[src/rtl/uc_pkg.sv]
// Shared control-unit definitions: opcodes, register source codes and the
// state encoding used by the per-opcode execution FSMs.
package uc_pkg;

  localparam logic [3:0] OP_MOVI = 4'b0111;
  localparam logic [3:0] OP_OUT  = 4'b1000;

  localparam logic [5:0] RC_G0 = 6'd0;
  localparam logic [5:0] RC_P0 = 6'd1;
  localparam logic [5:0] RC_G1 = 6'd2;
  localparam logic [5:0] RC_G2 = 6'd3;
  localparam logic [5:0] RC_G3 = 6'd4;
  localparam logic [5:0] RC_P1 = 6'd5;

  typedef enum logic [2:0] {
    ST_IDLE = 3'd0,
    ST_INC  = 3'd1,
    ST_SEL  = 3'd2,
    ST_CAP  = 3'd3,
    ST_HOLD = 3'd4,
    ST_DONE = 3'd5,
    ST_PARK = 3'd6
  } state_e;

  // Register-to-bus output enables, one per architectural register.
  typedef struct packed {
    logic g0;
    logic p0;
    logic g1;
    logic g2;
    logic g3;
    logic p1;
  } reg_en_t;

endpackage

[src/rtl/reg_sel_decode.sv]
// Source-code decoder: 6-bit register code to one-hot bus enables.
// Shared by the MOVI and OUT sequences.
module reg_sel_decode
  import uc_pkg::*;
(
  input  logic [5:0] code,
  input  logic       en,
  output reg_en_t    sel,
  output logic       legal
);

  always_comb begin
    sel   = '0;
    legal = 1'b1;
    case (code)
      RC_G0:   sel.g0 = en;
      RC_P0:   sel.p0 = en;
      RC_G1:   sel.g1 = en;
      RC_G2:   sel.g2 = en;
      RC_G3:   sel.g3 = en;
      RC_P1:   sel.p1 = en;
      default: legal  = 1'b0;
    endcase
  end

endmodule

[src/rtl/out_fsm.sv]
// OUT instruction FSM: drives one register onto the shared bus, captures it
// and offers it to an external port over a valid/ready handshake.
module out_fsm
  import uc_pkg::*;
#(
  parameter logic [3:0] OPCODE  = OP_OUT,
  parameter logic [7:0] TIMEOUT = 8'd255
) (
  input  logic        clk,
  input  logic        rst,
  input  logic        IF_active,
  input  logic [15:0] fullBitNum,
  input  logic [15:0] bus_in,
  input  logic        port_ready,
  output logic        G0_out,
  output logic        G1_out,
  output logic        G2_out,
  output logic        G3_out,
  output logic        P0_out,
  output logic        P1_out,
  output logic        PC_inc,
  output logic [15:0] port_data,
  output logic        port_valid,
  output logic        err,
  output logic        done
);

  localparam logic [7:0] TMO_LAST = TIMEOUT - 8'd1;

  state_e     state, nxt;
  logic [7:0] wait_cnt;
  logic       op_hit;
  logic       legal;
  logic       tmo;
  reg_en_t    sel;
  logic       unused_low;

  assign unused_low = ^fullBitNum[5:0];
  assign op_hit     = (fullBitNum[15:12] == OPCODE) && !IF_active;
  // The wait counter reaches TIMEOUT on the edge leaving the last HOLD cycle.
  assign tmo        = (TIMEOUT != 8'd0) && (wait_cnt == TMO_LAST);

  reg_sel_decode u_dec (
    .code  (fullBitNum[11:6]),
    .en    ((state == ST_SEL) || (state == ST_CAP)),
    .sel   (sel),
    .legal (legal)
  );

  always_ff @(posedge clk or negedge rst) begin
    if (!rst) state <= ST_IDLE;
    else      state <= nxt;
  end

  always_comb begin
    nxt = state;
    if (!op_hit) nxt = ST_IDLE;
    else begin
      case (state)
        ST_IDLE: nxt = ST_INC;
        ST_INC:  nxt = ST_SEL;
        ST_SEL:  nxt = legal ? ST_CAP : ST_DONE;
        ST_CAP:  nxt = ST_HOLD;
        ST_HOLD: if (port_ready || tmo) nxt = ST_DONE;
        ST_DONE: nxt = ST_PARK;
        ST_PARK: nxt = ST_PARK;
        default: nxt = ST_IDLE;
      endcase
    end
  end

  always_comb begin
    PC_inc     = 1'b0;
    port_valid = 1'b0;
    done       = 1'b0;
    case (state)
      ST_INC:  PC_inc     = 1'b1;
      ST_HOLD: port_valid = 1'b1;
      ST_DONE: done       = 1'b1;
      default: ;
    endcase
  end

  assign G0_out = sel.g0;
  assign G1_out = sel.g1;
  assign G2_out = sel.g2;
  assign G3_out = sel.g3;
  assign P0_out = sel.p0;
  assign P1_out = sel.p1;

  // A transfer on the timeout edge wins, so err only flags a HOLD exit without ready.
  always_ff @(posedge clk or negedge rst) begin
    if (!rst) begin
      port_data <= 16'h0000;
      err       <= 1'b0;
      wait_cnt  <= 8'd0;
    end else begin
      if (state == ST_IDLE && nxt == ST_INC)                  err <= 1'b0;
      if (state == ST_SEL  && nxt == ST_DONE)                 err <= 1'b1;
      if (state == ST_HOLD && nxt == ST_DONE && !port_ready) err <= 1'b1;
      if (state == ST_CAP  && nxt == ST_HOLD)                 port_data <= bus_in;
      if (state != ST_HOLD)          wait_cnt <= 8'd0;
      else if (wait_cnt != TIMEOUT)  wait_cnt <= wait_cnt + 8'd1;
    end
  end

endmodule

[config.mk]
export PLATFORM = sky130hd
export DESIGN_NAME = out_fsm
export DESIGN_NICKNAME = d
export VERILOG_FILES = /design/src/rtl/uc_pkg.sv /design/src/rtl/reg_sel_decode.sv /design/src/rtl/out_fsm.sv
export SDC_FILE = /design/constraint.sdc
export NUM_CORES = 1
export LEC_CHECK = 0
export BUFFER_PORTS_ARGS = -buffer_cell sky130_fd_sc_hd__clkbuf_2
export CAP_MARGIN = 25
export CELL_PAD_IN_SITES_DETAIL_PLACEMENT = 0
export CELL_PAD_IN_SITES_GLOBAL_PLACEMENT = 1
export CORE_AREA = 2 2 69 71
export CTS_BUF_LIST = sky130_fd_sc_hd__clkbuf_8
export CTS_CLUSTER_DIAMETER = 100
export DETAILED_ROUTE_END_ITERATION = 10
export DIE_AREA = 0 0 71 73
export PLACE_DENSITY_LB_ADDON = 0.05
export REMOVE_ABC_BUFFERS = 1
export SLEW_MARGIN = 20
export SYNTH_ARGS = -nofsm -noshare
export SYNTH_HDL_FRONTEND = slang
export SYNTH_SLANG_ARGS = --single-unit
[constraint.sdc]
create_clock -name clk -period 1.7 [get_ports clk]
set_input_delay 0.34 -clock clk [delete_from_list [all_inputs] [get_ports clk]]
set_output_delay 0.34 -clock clk [all_outputs]
set_load 0.02 [all_outputs]
Word-level counts from Yosys, hierarchy flattened:

Index checks and enable logic that the tools add are counted.

* eq/ne operators: 18
* reductions and logical operators: 16
* muxes and demuxes: 19
* add/subtract/negate cells: 1

Operator list (count)
* $pmux 3 s6: 1
* $mux 8: 2
* $eq 3x3->1 const B: 5
* $mux 1: 13
* $eq 6x2->1 const B: 2
* $eq 6x3->1 const B: 2
* $mux 3: 3
* $add 8x1->8 const B: 1
* $eq 8x8->1 const B: 1
* $ne 8x8->1 const B: 1
* $eq 3x1->1 const B: 2
* $eq 3x2->1 const B: 2
* $eq 6x1->1 const B: 1
* $logic_and 1x1->1: 6
* $logic_not 6->1: 1
* $reduce_or 6->1: 1
* $eq 4x4->1 const B: 1
* $logic_not 3->1: 1
* $ne 3x3->1 const B: 1
* $reduce_bool 3->1: 1
* $logic_not 1->1: 2
* $logic_or 1x1->1: 2
* $reduce_bool 2->1: 1
* $reduce_or 2->1: 1

* bits of input ports: 36
* logic and storage cells: 58
* bits in registers: 28
* output and inout bits: 26

Longest topological paths before layout:

Gate-level depths: netlist of run 1.

* depth after elaboration: 11
* mapped depth: 6
* depth with buffers taken out: 6

Cells and area by module:

From an unflattened synthesis of run 1, not the netlist that was laid out.

* cells, all modules: 122
* area total of the unflattened synthesis: 1383.8 um^2

By module, submodules not included
* out_fsm: cells each 109, times used 1, seq. area each 700.7 um^2, area an instance 1293.7 um^2
* reg_sel_decode: cells each 13, times used 1, seq. area each 0.0 um^2, area an instance 90.1 um^2

Least setup slack after synthesis of run 1:

OpenSTA, ideal clock, no wires.

* path kind: register to output
* start: register state[2]
* end: output port G3_out
* cell stages (with the launch flop): 5
* required time: 1.360 ns
* path buffers: 1
* arrival time: 1.673 ns
* slack: -0.313 ns
* cells stage by stage: dfrtp_1 -> clkbuf_1 -> nand2b_1 -> or3_1 -> nor3b_1

* longest elaborated chain between the ends: 3
* elaborated cells between the ends (all ways): 4
* classes of those cells: eq/ne: 2; mux: 1; reduce/logical: 1

Ends and longest elaborated chain
* start, declared: line out_fsm.sv:30 `state_e state, nxt;`
* start signal, assigned: line out_fsm.sv:52 `else state <= nxt;`
* $eq 3x2->1: line out_fsm.sv:45 `.en ((state == ST_SEL) || (state == ST_CAP)),`
* $logic_or 1x1->1 (*): line out_fsm.sv:45
* $mux 1 (*): line reg_sel_decode.sv:15 `case (code)`
* end, declared: line out_fsm.sv:18 `output logic G3_out,`

Every way passes the cells marked *; elsewhere a longest branch is shown, timed or not.

Worst setup path after layout of run 1:

* start: input port fullBitNum[9]
* end: output port G3_out

* longest elaborated chain between the ends: 2

Ends and longest elaborated chain
* start, declared: line out_fsm.sv:12 `input logic [15:0] fullBitNum,`
* $eq 6x3->1: line reg_sel_decode.sv:15
* $mux 1: line reg_sel_decode.sv:15

No other way between the ends.

==> summary.txt, run 1 <==
Floorplan
  • Core Region: 4536 µm²
  • Die height: 73 µm
  • Site row count: 25
  • Die Wd: 71 µm
  • Starting Density: 0.2996
  • # IOs: 62
  • Die Area: 5183 µm²

Placement
  • Routability cong.: 0.7005
  • # port buffers: 55
  • Post-DP HPWL: 2377 µm
  • Pre-CTS setup slack: -246.9 ps

Status
  • Failing checks: setup timing
  • Status: finished, violations left

Global routing
  • Global Route Usage Sum: 0.1215
  • Gr ovfl total: 0
  • Initial antenna violation count: 0
  • First-pass GRT wire length: 5099 µm
  • Largest net degree at the start of global routing: 29
  • Vias in the first global route: 1130

STA
  • Setup-failing EPs final: 6
  • Final Max Tran Viols: 0
  • Hold Fails Final Rpt: 0
  • RSZ-0062 raised after global routing: yes
  • Clock Skews: 2.341 ps
  • Crit path time final: 1856 ps
  • Post-route clock period utilization: 1.092
  • Worst rel slew slack: 0.5377
  • Tightest Pin Transition: 693.4 ps
  • PnR worst setup slack: -156.1 ps
  • Fmax: 538.8 MHz

Route
  • Vias per Instance: 4.817
  • DRC viols: 0
  • Wire length on met2: 1456 µm
  • Post-Route WL: 3002 µm
  • 1st-iter DRT viols: 29
  • Wire length per cell: 12.51 µm
  • Final antenna-violating net count: 0
  • Met3 wire len: 215 µm
  • Routed met1 length: 1310 µm
  • DR top layer: met4
  • DR pass1 iterations: 4
  • Vias: 1156

Clocking
  • Cts bufs inserted: 3
  • CTS tree: yes
  • CTS HTree Levels: 1
  • Reg clk slew, reported paths: 90 ps
  • Clock Root Buffer: clkbuf_8
  • Clock Latency Late Sink: 270 ps
  • Hold buffer count at cts: 0
  • Clk buf depth: 2
  • Clock Sinks: 28

Setup path
  • Crit-path cells: buf_6 > or3_4 > or3_4 > nor3b_2 > buf_4
  • Reg2Reg Depth: 6
  • Worst r2r src: wait_cnt[0]
  • CP max-delay cell: or3_4
  • Critical-path maximum fanout: 3
  • Worst Path Arrival: 1520 ps
  • CP endpoint kind: primary output
  • R2r setup slk: 120 ps
  • Cell mode on critical path: or3_4
  • Classification of the worst setup path: input pin to primary output
  • Worst reg2reg endpoint: err
  • Startpoint Class: input pin
  • Critical path's largest stage delay: 390 ps
  • Worst EP required: 1360 ps

Power and ir drop
  • Seq pwr share: 0.531
  • Clk pwr share: 0.407
  • Int Pwr: 1.023 mW
  • Pleak: 0.9691 nW
  • Switch share: 0.1919
  • Combinational Power Share: 0.061
  • Worst VDD drop: 0.2650 mV
  • Cell Pwr Density: 648.8 nW/µm²
  • Sw power: 0.2429 mW

Yosys
  • Synth Area in Compound Gates: 0.1096
  • Synth Register Bits: 28
  • Ys Warns: 0
  • Synth Cell Area: 1359 µm²
  • Largest family of logic cells by synthesized area: simple AND/OR/NAND/NOR gates
  • Asr flop ratio synth: 1.000
  • Post-synthesis xor/xnor area fraction: 0.01934
  • Synth Area per Inst: 11.71 µm²
  • Top cells by area, synth: dfrtp_1 (52%), mux2_2 (13%), nand2b_1 (2.3%)
  • Post-synth EDFFs: 0
  • Synth Area in Simple Gates: 0.1796
  • Synth cell types: 37
  • Share of the yosys chip area belonging to registers: 0.5157
  • Post-synthesis mux area share: 0.1326
  • Synth Area in Adders: 0.01842
  • Top cell type's share of synthesized area: 0.5157
  • Leading area contributor after synthesis: dfrtp_1
  • Post-Synthesis Cells: 116
  • Dominant synthesized flop cell: dfrtp_1

Worst hold path
  • Hold Path Class: input pin to async pin

Finish
  • # diodes: 0
  • Filler cells: 456
  • Most frequent cells in the layout: clkbuf_2 (50), dfrtp_1 (27), mux2_2 (16)
  • Nets: 225
  • Synthesis-to-finish area growth: 43.55%
  • Layout cells sized above 1: 0.5699
  • Commonest non-fill, non-tap cell in the layout: clkbuf_2
  • End-of-flow core utilization: 0.4301

Flow run
  • Number of max-cap violations: 0
[sequential cells by signal, summed over array words and instances, names as in the netlist]
signal,count
err,1
port_data,16
wait_cnt,8
state,3
[cell type report]
class	instances	area (µm²)	area share
Timing Repair Buffer	69	412.9	0.2117
Clock buffer	3	41.29	0.02117
Clock inverter	1	30.03	0.01539
Multi-Input combinational cell	80	678.2	0.3477
Inverter	5	18.77	0.009622
Sequential cell	28	701.9	0.3598
Tap cell	54	67.56	0.03464
[timing repair]
action / CTS / global route
endpoints found under the setup margin: 7 / 11
pin swaps: 1 / 4
gates resized for setup: 9 / 13
endpoints found under the hold margin: 0 / 0
buffers inserted: 0 / 1
[critical path, delay by kind of cell]
kind          cells  cell delay (ps)
buf+inv           2              250
simple gates      3              940
[routing by layer]
metal | up-vias | global-route usage
li1 | 563 | -
met1 | 556 | 0.1500
met2 | 35 | 0.2118
met3 | 2 | 0.03177
met4 | 0 | 0.03145
met5 | - | 0
[Yosys cell counts, types with 2 or more instances]
| master | instances |
|---|---|
| nor2_1 | 8 |
| o21ai_0 | 2 |
| dfrtp_1 | 28 |
| a31oi_1 | 3 |
| nand3b_1 | 2 |
| or3_1 | 2 |
| nand2b_1 | 5 |
| ha_1 | 2 |
| nand2_1 | 4 |
| mux2_2 | 16 |
| xor2_1 | 2 |
| a21oi_1 | 3 |
| o211ai_1 | 3 |
| nand3_1 | 3 |
| nor3b_1 | 2 |
| and3_1 | 2 |
| nor3_1 | 4 |
| clkbuf_1 | 2 |
| inv_1 | 5 |
[power by group through the flow]
stage | registers (mW) | logic (mW) | clock network (mW)
6_report | 0.673 | 0.0776 | 0.515
5_1_grt | 0.673 | 0.0876 | 0.571
4_1_cts | 0.672 | 0.0766 | 0.538
3_5_place_dp | 0.686 | 0.0745 | 0
3_3_place_gp | 0.685 | 0.0735 | 0
2_1_floorplan | 0.690 | 0.0127 | 0
[through the flow]
step	area, µm²	setup TNS (ps)	power (mW)	hold WS (ps)	std cells
2_1_floorplan	1344	-1867	0.7032	44.41	113
3_3_place_gp	1797	-697.6	0.7588	431.0	235
3_5_place_dp	1797	-806.6	0.7601	425.5	235
4_1_cts	1901	-676.1	1.287	122.2	239
5_1_grt	1951	-927.3	1.332	138.1	240
6_report	1951	-399.1	1.266	99.90	240
[kinds of logic after synthesis]
family | count (synthesis)
adders and majority gates | 2
AOI/OAI and AO/OA | 19
xor gates and xnor gates | 3
DFF | 28
muxes | 16
buffers and inverters | 8
and+or+nand+nor | 40
[how the worst max path moves through the flow]
stage                  startpoint     end  slack [ps]
floorplan           fullBitNum[9]  G3_out        -290
global placement    fullBitNum[9]  G3_out        -240
detailed placement  fullBitNum[9]  G3_out        -250
CTS                 fullBitNum[9]  G1_out        -170
global route        fullBitNum[9]  G3_out        -180
finish              fullBitNum[9]  G3_out        -160
No activity file was read; power rests on OpenSTA's default activity.
==> run 2: changes to the inputs <==
==> constraint.sdc (replaced) <==
create_clock -name clk -period 1.7 [get_ports clk]
set_input_delay 0.085 -clock clk [delete_from_list [all_inputs] [get_ports clk]]
set_output_delay 0.085 -clock clk [all_outputs]
set_load 0.02 [all_outputs]
==> run 2 against run 1 <==
The run now ends clean. Sequential share of layout area grew 0.81 points. Critical path depth shrank 1. Setup slack gained 250 ps. Utilization shrank 1.0 points. Largest cell class unchanged. Flip-flop and latch count is the same. Sequential power is essentially flat. Clock power is essentially flat. Register-to-register slack is essentially flat. Worst hold slack lost 60 ps. Via count shrank 3.1%. Power is essentially flat.
==> summary.txt, run 2 (synthesis results as in run 1) <==
Route
  • Routed met1 length: 1374 µm (+4.9%)
  • DR top layer: met4
  • Vias per Instance: 4.706 (-2.3%)
  • Final antenna-violating net count: 0 (unchanged)
  • DRC viols: 0 (unchanged)
  • DR pass1 iterations: 2 (-2)
  • Vias: 1120 (-3.1%)
  • Post-Route WL: 2931 µm (-2.4%)
  • Wire length on met2: 1358 µm (-6.7%)
  • Met3 wire len: 183 µm (-15%)
  • Wire length per cell: 12.32 µm (-1.5%)
  • 1st-iter DRT viols: 28 (-3.4%)

Setup path
  • Worst EP required: 1620 ps (+260 ps)
  • CP endpoint kind: primary output
  • CP max-delay cell: dfrtp_1
  • Classification of the worst setup path: flip-flop to primary output
  • Crit-path cells: nand2b_4 > or3_4 > nor3b_2 > buf_4
  • Reg2Reg Depth: 6 (unchanged)
  • Critical path's largest stage delay: 390 ps (about the same)
  • Critical-path maximum fanout: 5 (+2)
  • Worst Path Arrival: 1520 ps (about the same)
  • Startpoint Class: flip-flop

Worst hold path
  • WHS Path Cells: 2
  • Hold Path Class: input pin to flip-flop

Placement
  • Post-DP Area: 1774 µm² (-1.3%)
  • Post-DP HPWL: 2257 µm (-5.0%)
  • Routability cong.: 0.7194 (+2.7%)
  • # port buffers: 55 (unchanged)

Global routing
  • Vias in the first global route: 1097 (-2.9%)
  • Initial antenna violation count: 0 (unchanged)
  • Largest net degree at the start of global routing: 29 (unchanged)
  • Gr ovfl total: 0 (unchanged)
  • Global Route Usage Sum: 0.1189 (-0.002635)
  • First-pass GRT wire length: 4912 µm (-3.7%)

Finish
  • Nets: 223 (-0.89%)
  • Commonest non-fill, non-tap cell in the layout: clkbuf_2
  • Largest register FFs: 16 (unchanged)
  • Most frequent cells in the layout: clkbuf_2 (53), dfrtp_1 (28), mux2_2 (16)
  • Final cell area excluding filler cells: 1904 µm² (-2.4%)
  • Layout cells sized above 1: 0.5326 (-0.03728)
  • Top flop regs: port_data x16, wait_cnt x8, state x3
  • # diodes: 0 (unchanged)
  • Synthesis-to-finish area growth: 40.15%
  • Largest reg by FF count: port_data
  • End-of-flow core utilization: 0.4199 (-0.01021)

Flow run
  • Number of max-cap violations: 0 (unchanged)

STA
  • Worst rel slew slack: 0.5225 (-0.01523)
  • Setup TNS: 0 ps (+399.1 ps)
  • Fmax: 621.6 MHz (+15%)
  • Clock Skews: 3.844 ps (+1.503 ps)
  • Final Max Tran Viols: 0 (unchanged)
  • Tightest Pin Transition: 716.3 ps (+22.85 ps)
  • Min Hold Slack: 40.04 ps (-59.86 ps)
  • Post-route clock period utilization: 0.9463 (-0.1455)
  • Crit path time final: 1609 ps (-247.4 ps)
  • Setup-failing EPs final: 0 (-6)
  • Hold Fails Final Rpt: 0 (unchanged)

Power and ir drop
  • Pleak: 0.9572 nW (-1.2%)
  • Total power: 1.265 mW (about the same)
  • Worst VDD drop: 0.3942 mV (+49%)
  • Cell Pwr Density: 664.2 nW/µm² (+2.4%)

Clocking
  • CTS tree: yes
  • Cts bufs inserted: 3 (unchanged)
  • CTS HTree Levels: 1 (unchanged)
  • Reg clk slew, reported paths: 90 ps (about the same)
  • Clock Sinks: 28 (unchanged)
  • Clock Root Buffer: clkbuf_8
  • Clock Latency Late Sink: 270 ps (about the same)
  • Clk buf depth: 2 (unchanged)

Floorplan
  • Die Wd: 71 µm (unchanged)
  • Site row count: 25 (unchanged)
  • Starting Density: 0.2996 (unchanged)
  • Core Region: 4536 µm² (unchanged)
  • Die height: 73 µm (unchanged)
  • Die Area: 5183 µm² (unchanged)
  • # IOs: 62 (unchanged)

Status
  • Status: finished, final reports clean
run 2: cell count changes in the layout (fill, tap and decap cells not counted), moves of 2 or more:
cell      delta
buf_4        -4
clkbuf_2     +3
buf_6        -2
nor2_2       -2
nor2_1       +2
run 2: power breakdown:
part / internal [mW] / switching [mW]
combinational: 0.0366 / 0.0395
clock: 0.315 / 0.201
sequential: 0.670 / 0.00248
total: 1.02 / 0.243
run 2: worst paths after layout:
check	startpoint	endpoint	slack, ps
max in group asynchronous	rst	state[0]	850
min in group asynchronous	rst	port_data[1]	380
worst max-delay path	state[2]	G3_out	90
worst max register to register	wait_cnt[0]	err	110
worst min register to register	port_data[10]	port_data[10]	510
worst min-delay path	bus_in[10]	port_data[10]	40
run 2: metal layers:
| metal | global-route usage | vias up |
|---|---|---|
| met5 | 0 | - |
| met4 | 0.03145 | 0 |
| met3 | 0.03453 | 2 |
| met2 | 0.2035 | 35 |
| met1 | 0.1474 | 521 |
| li1 | - | 562 |
run 2: cell type report:
| cell class | instances | area, µm² |
|---|---|---|
| fillers | 454 | 2631 |
| flip-flops and latches | 28 | 700.7 |
| multi-input cells | 80 | 663.1 |
| repair buffers | 67 | 382.9 |
| well taps | 54 | 67.56 |
| clock buffers | 3 | 41.29 |
| clock inverters | 1 | 30.03 |
| inverters | 5 | 18.77 |
run 2: what timing repair did:
action,CTS,global route
hold buffers,1,0
buffers inserted,0,1
setup endpoints to repair,4,7
endpoints found under the hold margin,28,0
cloned,0,0
resized for setup,5,7
pin swaps,0,2
run 2: stage by stage:
| stage | cells | setup WS (ps) |
|---|---|---|
| final | 238 | 91.29 |
| after global routing | 238 | -0.1010 |
| after detailed placement | 232 | 67.42 |
| after global placement | 232 | 76.33 |
| after CTS | 237 | 22.50 |
| after floorplan | 113 | 23.94 |
run 2: worst max-delay path, delay by kind of cell (launching register included):
kind / cells / cell delay [ps]
and+or+nand+nor: 3 / 700
DFF: 1 / 390
buffers and inverters: 1 / 160
==> run 3: changes to the inputs <==
--- a/config.mk
+++ b/config.mk
@@ -6,7 +6,6 @@
 export NUM_CORES = 1
 export LEC_CHECK = 0
 export BUFFER_PORTS_ARGS = -buffer_cell sky130_fd_sc_hd__clkbuf_2
-export CAP_MARGIN = 25
 export CELL_PAD_IN_SITES_DETAIL_PLACEMENT = 0
 export CELL_PAD_IN_SITES_GLOBAL_PLACEMENT = 1
 export CORE_AREA = 2 2 69 71
@@ -14,7 +13,7 @@
 export CTS_CLUSTER_DIAMETER = 100
 export DETAILED_ROUTE_END_ITERATION = 10
 export DIE_AREA = 0 0 71 73
-export PLACE_DENSITY_LB_ADDON = 0.05
+export PLACE_DENSITY_LB_ADDON = 0.25
 export REMOVE_ABC_BUFFERS = 1
 export SLEW_MARGIN = 20
 export SYNTH_ARGS = -nofsm -noshare
==> run 3 against run 2 <==
Setup slack lost 32 ps. Flip-flop and latch count unchanged. Wire length is 2.7% higher. Sequential power hardly changed. Non-clock buffer count down 2. Critical endpoint is now err. Cell count shrank 0.84%. Worst hold slack worse by 1.0 ps. Sequential share of layout area up 0.58 points. Register-to-register slack got worse by 50 ps. First-iteration DRC count decreased by 14%. Via count rose by 0.98%. Die area unchanged.
==> summary.txt, run 3 (synthesis results as in run 1) <==
Flow run
  • Number of max-cap violations: 0 (unchanged)

Clocking
  • Post-CTS Setup Bufs: 0 (unchanged)
  • Clk buf depth: 2 (unchanged)
  • CTS tree: yes
  • Cts bufs inserted: 3 (unchanged)
  • Reg clk slew, reported paths: 100 ps (about the same)
  • CTS HTree Levels: 1 (unchanged)
  • Clock Latency Late Sink: 270 ps (about the same)
  • Clock Root Buffer: clkbuf_8
  • Clock Sinks: 28 (unchanged)

Worst hold path
  • Hold Path Class: input pin to flip-flop

Setup path
  • Crit-path cells: inv_1 > ha_1 > inv_1 > or4_4 > a311oi_4 > a22o_1
  • Classification of the worst setup path: flip-flop to flip-flop
  • Worst Path Arrival: 1860 ps (+340 ps)
  • Startpoint Class: flip-flop
  • Critical path's largest stage delay: 520 ps (+130 ps)
  • Critical-path maximum fanout: 2 (-3)
  • Worst EP required: 1920 ps (+300 ps)
  • CP max-delay cell: or4_4
  • R2r setup slk: 60 ps (-50 ps)
  • CP endpoint kind: flip-flop
  • Cell mode on critical path: inv_1

Floorplan
  • Die Wd: 71 µm (unchanged)
  • # IOs: 62 (unchanged)
  • Site row count: 25 (unchanged)
  • Starting Density: 0.2996 (unchanged)
  • Die Area: 5183 µm² (unchanged)
  • Core Region: 4536 µm² (unchanged)
  • Die height: 73 µm (unchanged)

Route
  • Vias per Instance: 4.792 (+1.8%)
  • DR pass1 iterations: 4 (+2)
  • DRC viols: 0 (unchanged)
  • Vias: 1131 (+0.98%)
  • Post-Route WL: 3010 µm (+2.7%)
  • Final antenna-violating net count: 0 (unchanged)
  • 1st-iter DRT viols: 24 (-14%)
  • Wire length per cell: 12.75 µm (+3.6%)

Placement
  • Post-DP HPWL: 2339 µm (+3.6%)
  • Pre-CTS setup slack: 78.47 ps (+11.05 ps)
  • # port buffers: 55 (unchanged)
  • Cells after DPL: 231 (-0.43%)
  • Post-DP Area: 1767 µm² (-0.42%)
  • Routability cong.: 0.7838 (+9.0%)

STA
  • Min Hold Slack: 38.99 ps (-1.046 ps)
  • Tightest Pin Transition: 671.3 ps (-44.98 ps)
  • Crit path time final: 1640 ps (+31.51 ps)
  • Fmax: 609.7 MHz (-1.9%)
  • PnR worst setup slack: 59.78 ps (-31.51 ps)
  • Worst rel slew slack: 0.5525 (+0.02999)
  • Final Max Tran Viols: 0 (unchanged)
  • Clock Skews: 3.318 ps (-0.5265 ps)
  • Hold Fails Final Rpt: 0 (unchanged)
  • Setup TNS: 0 ps (unchanged)
  • Setup-failing EPs final: 0 (unchanged)
  • Post-route clock period utilization: 0.9648 (+0.01854)
  • RSZ-0062 raised after global routing: yes

Finish
  • Layout cells sized above 1: 0.5165 (-0.01613)
  • Largest reg by FF count: port_data
  • Synthesis-to-finish area growth: 38.21%
  • Filler cells: 455 (+0.22%)
  • # diodes: 0 (unchanged)
  • Most frequent cells in the layout: clkbuf_2 (54), dfrtp_1 (27), mux2_2 (16)
  • Top flop regs: port_data x16, wait_cnt x8, state x3
  • Nets: 221 (-0.90%)
  • Layout Cells excl Fill: 236 (-0.84%)
  • Commonest non-fill, non-tap cell in the layout: clkbuf_2
  • Final cell area excluding filler cells: 1878 µm² (-1.4%)
  • Largest register FFs: 16 (unchanged)

Power and ir drop
  • Sw power: 0.2472 mW (+1.6%)
  • Seq pwr share: 0.530 (about the same)
  • Combinational Power Share: 0.060 (about the same)
  • Worst VDD drop: 0.5570 mV (+41%)
  • Clk pwr share: 0.410 (+0.002)
  • Cell Pwr Density: 675.5 nW/µm² (+1.7%)
  • Switch share: 0.1949 (+0.002438)
  • Int Pwr: 1.021 mW (about the same)
  • Pleak: 0.9438 nW (-1.4%)

Global routing
  • First-pass GRT wire length: 4802 µm (-2.2%)
  • Initial antenna violation count: 0 (unchanged)
  • Gr ovfl total: 0 (unchanged)
  • Global Route Usage Sum: 0.1166 (-0.002240)
  • Vias in the first global route: 1098 (+0.091%)
  • Largest net degree at the start of global routing: 29 (unchanged)

Status
  • Status: finished, final reports clean
-- run 3: repair_timing --
item                                    4_1_cts  5_1_grt
hold buffers                                  1        0
endpoints found under the setup margin        1        5
gates resized for setup                       3        6
endpoints found under the hold margin        28        0
-- run 3: cell type report --
cell class / count / area [µm²] / share of cell area
Inverter: 5 / 18.77 / 0.009993
Timing Repair Buffer: 65 / 367.9 / 0.1959
Clock inverter: 1 / 30.03 / 0.01599
Sequential cell: 28 / 701.9 / 0.3738
Multi-Input combinational cell: 80 / 650.6 / 0.3464
Clock buffer: 3 / 41.29 / 0.02199
Tap cell: 54 / 67.56 / 0.03598
-- run 3: power by group through the flow --
| stage | Clock, mW | Combinational, mW | Sequential (mW) |
|---|---|---|---|
| 2_1_floorplan | 0 | 0.0127 | 0.690 |
| 3_3_place_gp | 0 | 0.0723 | 0.685 |
| 3_5_place_dp | 0 | 0.0748 | 0.686 |
| 4_1_cts | 0.533 | 0.0772 | 0.672 |
| 5_1_grt | 0.560 | 0.0853 | 0.673 |
| 6_report | 0.520 | 0.0758 | 0.672 |
-- run 3: metrics by stage --
| stage | util | total power [mW] |
|---|---|---|
| finish | 0.4141 | 1.269 |
| global route | 0.4141 | 1.318 |
| CTS | 0.4097 | 1.283 |
| detailed placement | 0.3895 | 0.7604 |
| global placement | 0.3895 | 0.7577 |
| floorplan | - | 0.7032 |
-- run 3: worst paths after layout --
| kind | start | to | depth (start not counted) |
|---|---|---|---|
| hold reg to reg | port_data[3] | port_data[3] | 1 |
| hold / removal | bus_in[6] | port_data[6] | 2 |
| setup reg to reg | wait_cnt[0] | err | 6 |
| min in group asynchronous | rst | port_data[11] | 2 |
| max in group asynchronous | rst | state[1] | 2 |
| setup / recovery | wait_cnt[0] | err | 6 |
-- run 3: layer usage --
| layer | track usage | routed length (µm) |
|---|---|---|
| met1 | 0.1513 | 1294 |
| met3 | 0.02210 | 155 |
| met2 | 0.1931 | 1535 |
| met4 | 0.04612 | 24 |
| met5 | 0 | 0 |
-- run 3: critical path: cells and delay by family (launching register included) --
| family | cells | cell delay (ps) |
|---|---|---|
| simple gates | 1 | 520 |
| compound gates | 2 | 460 |
| flops | 1 | 390 |
| fa+ha+maj | 1 | 130 |
| buf+inv | 2 | 90 |
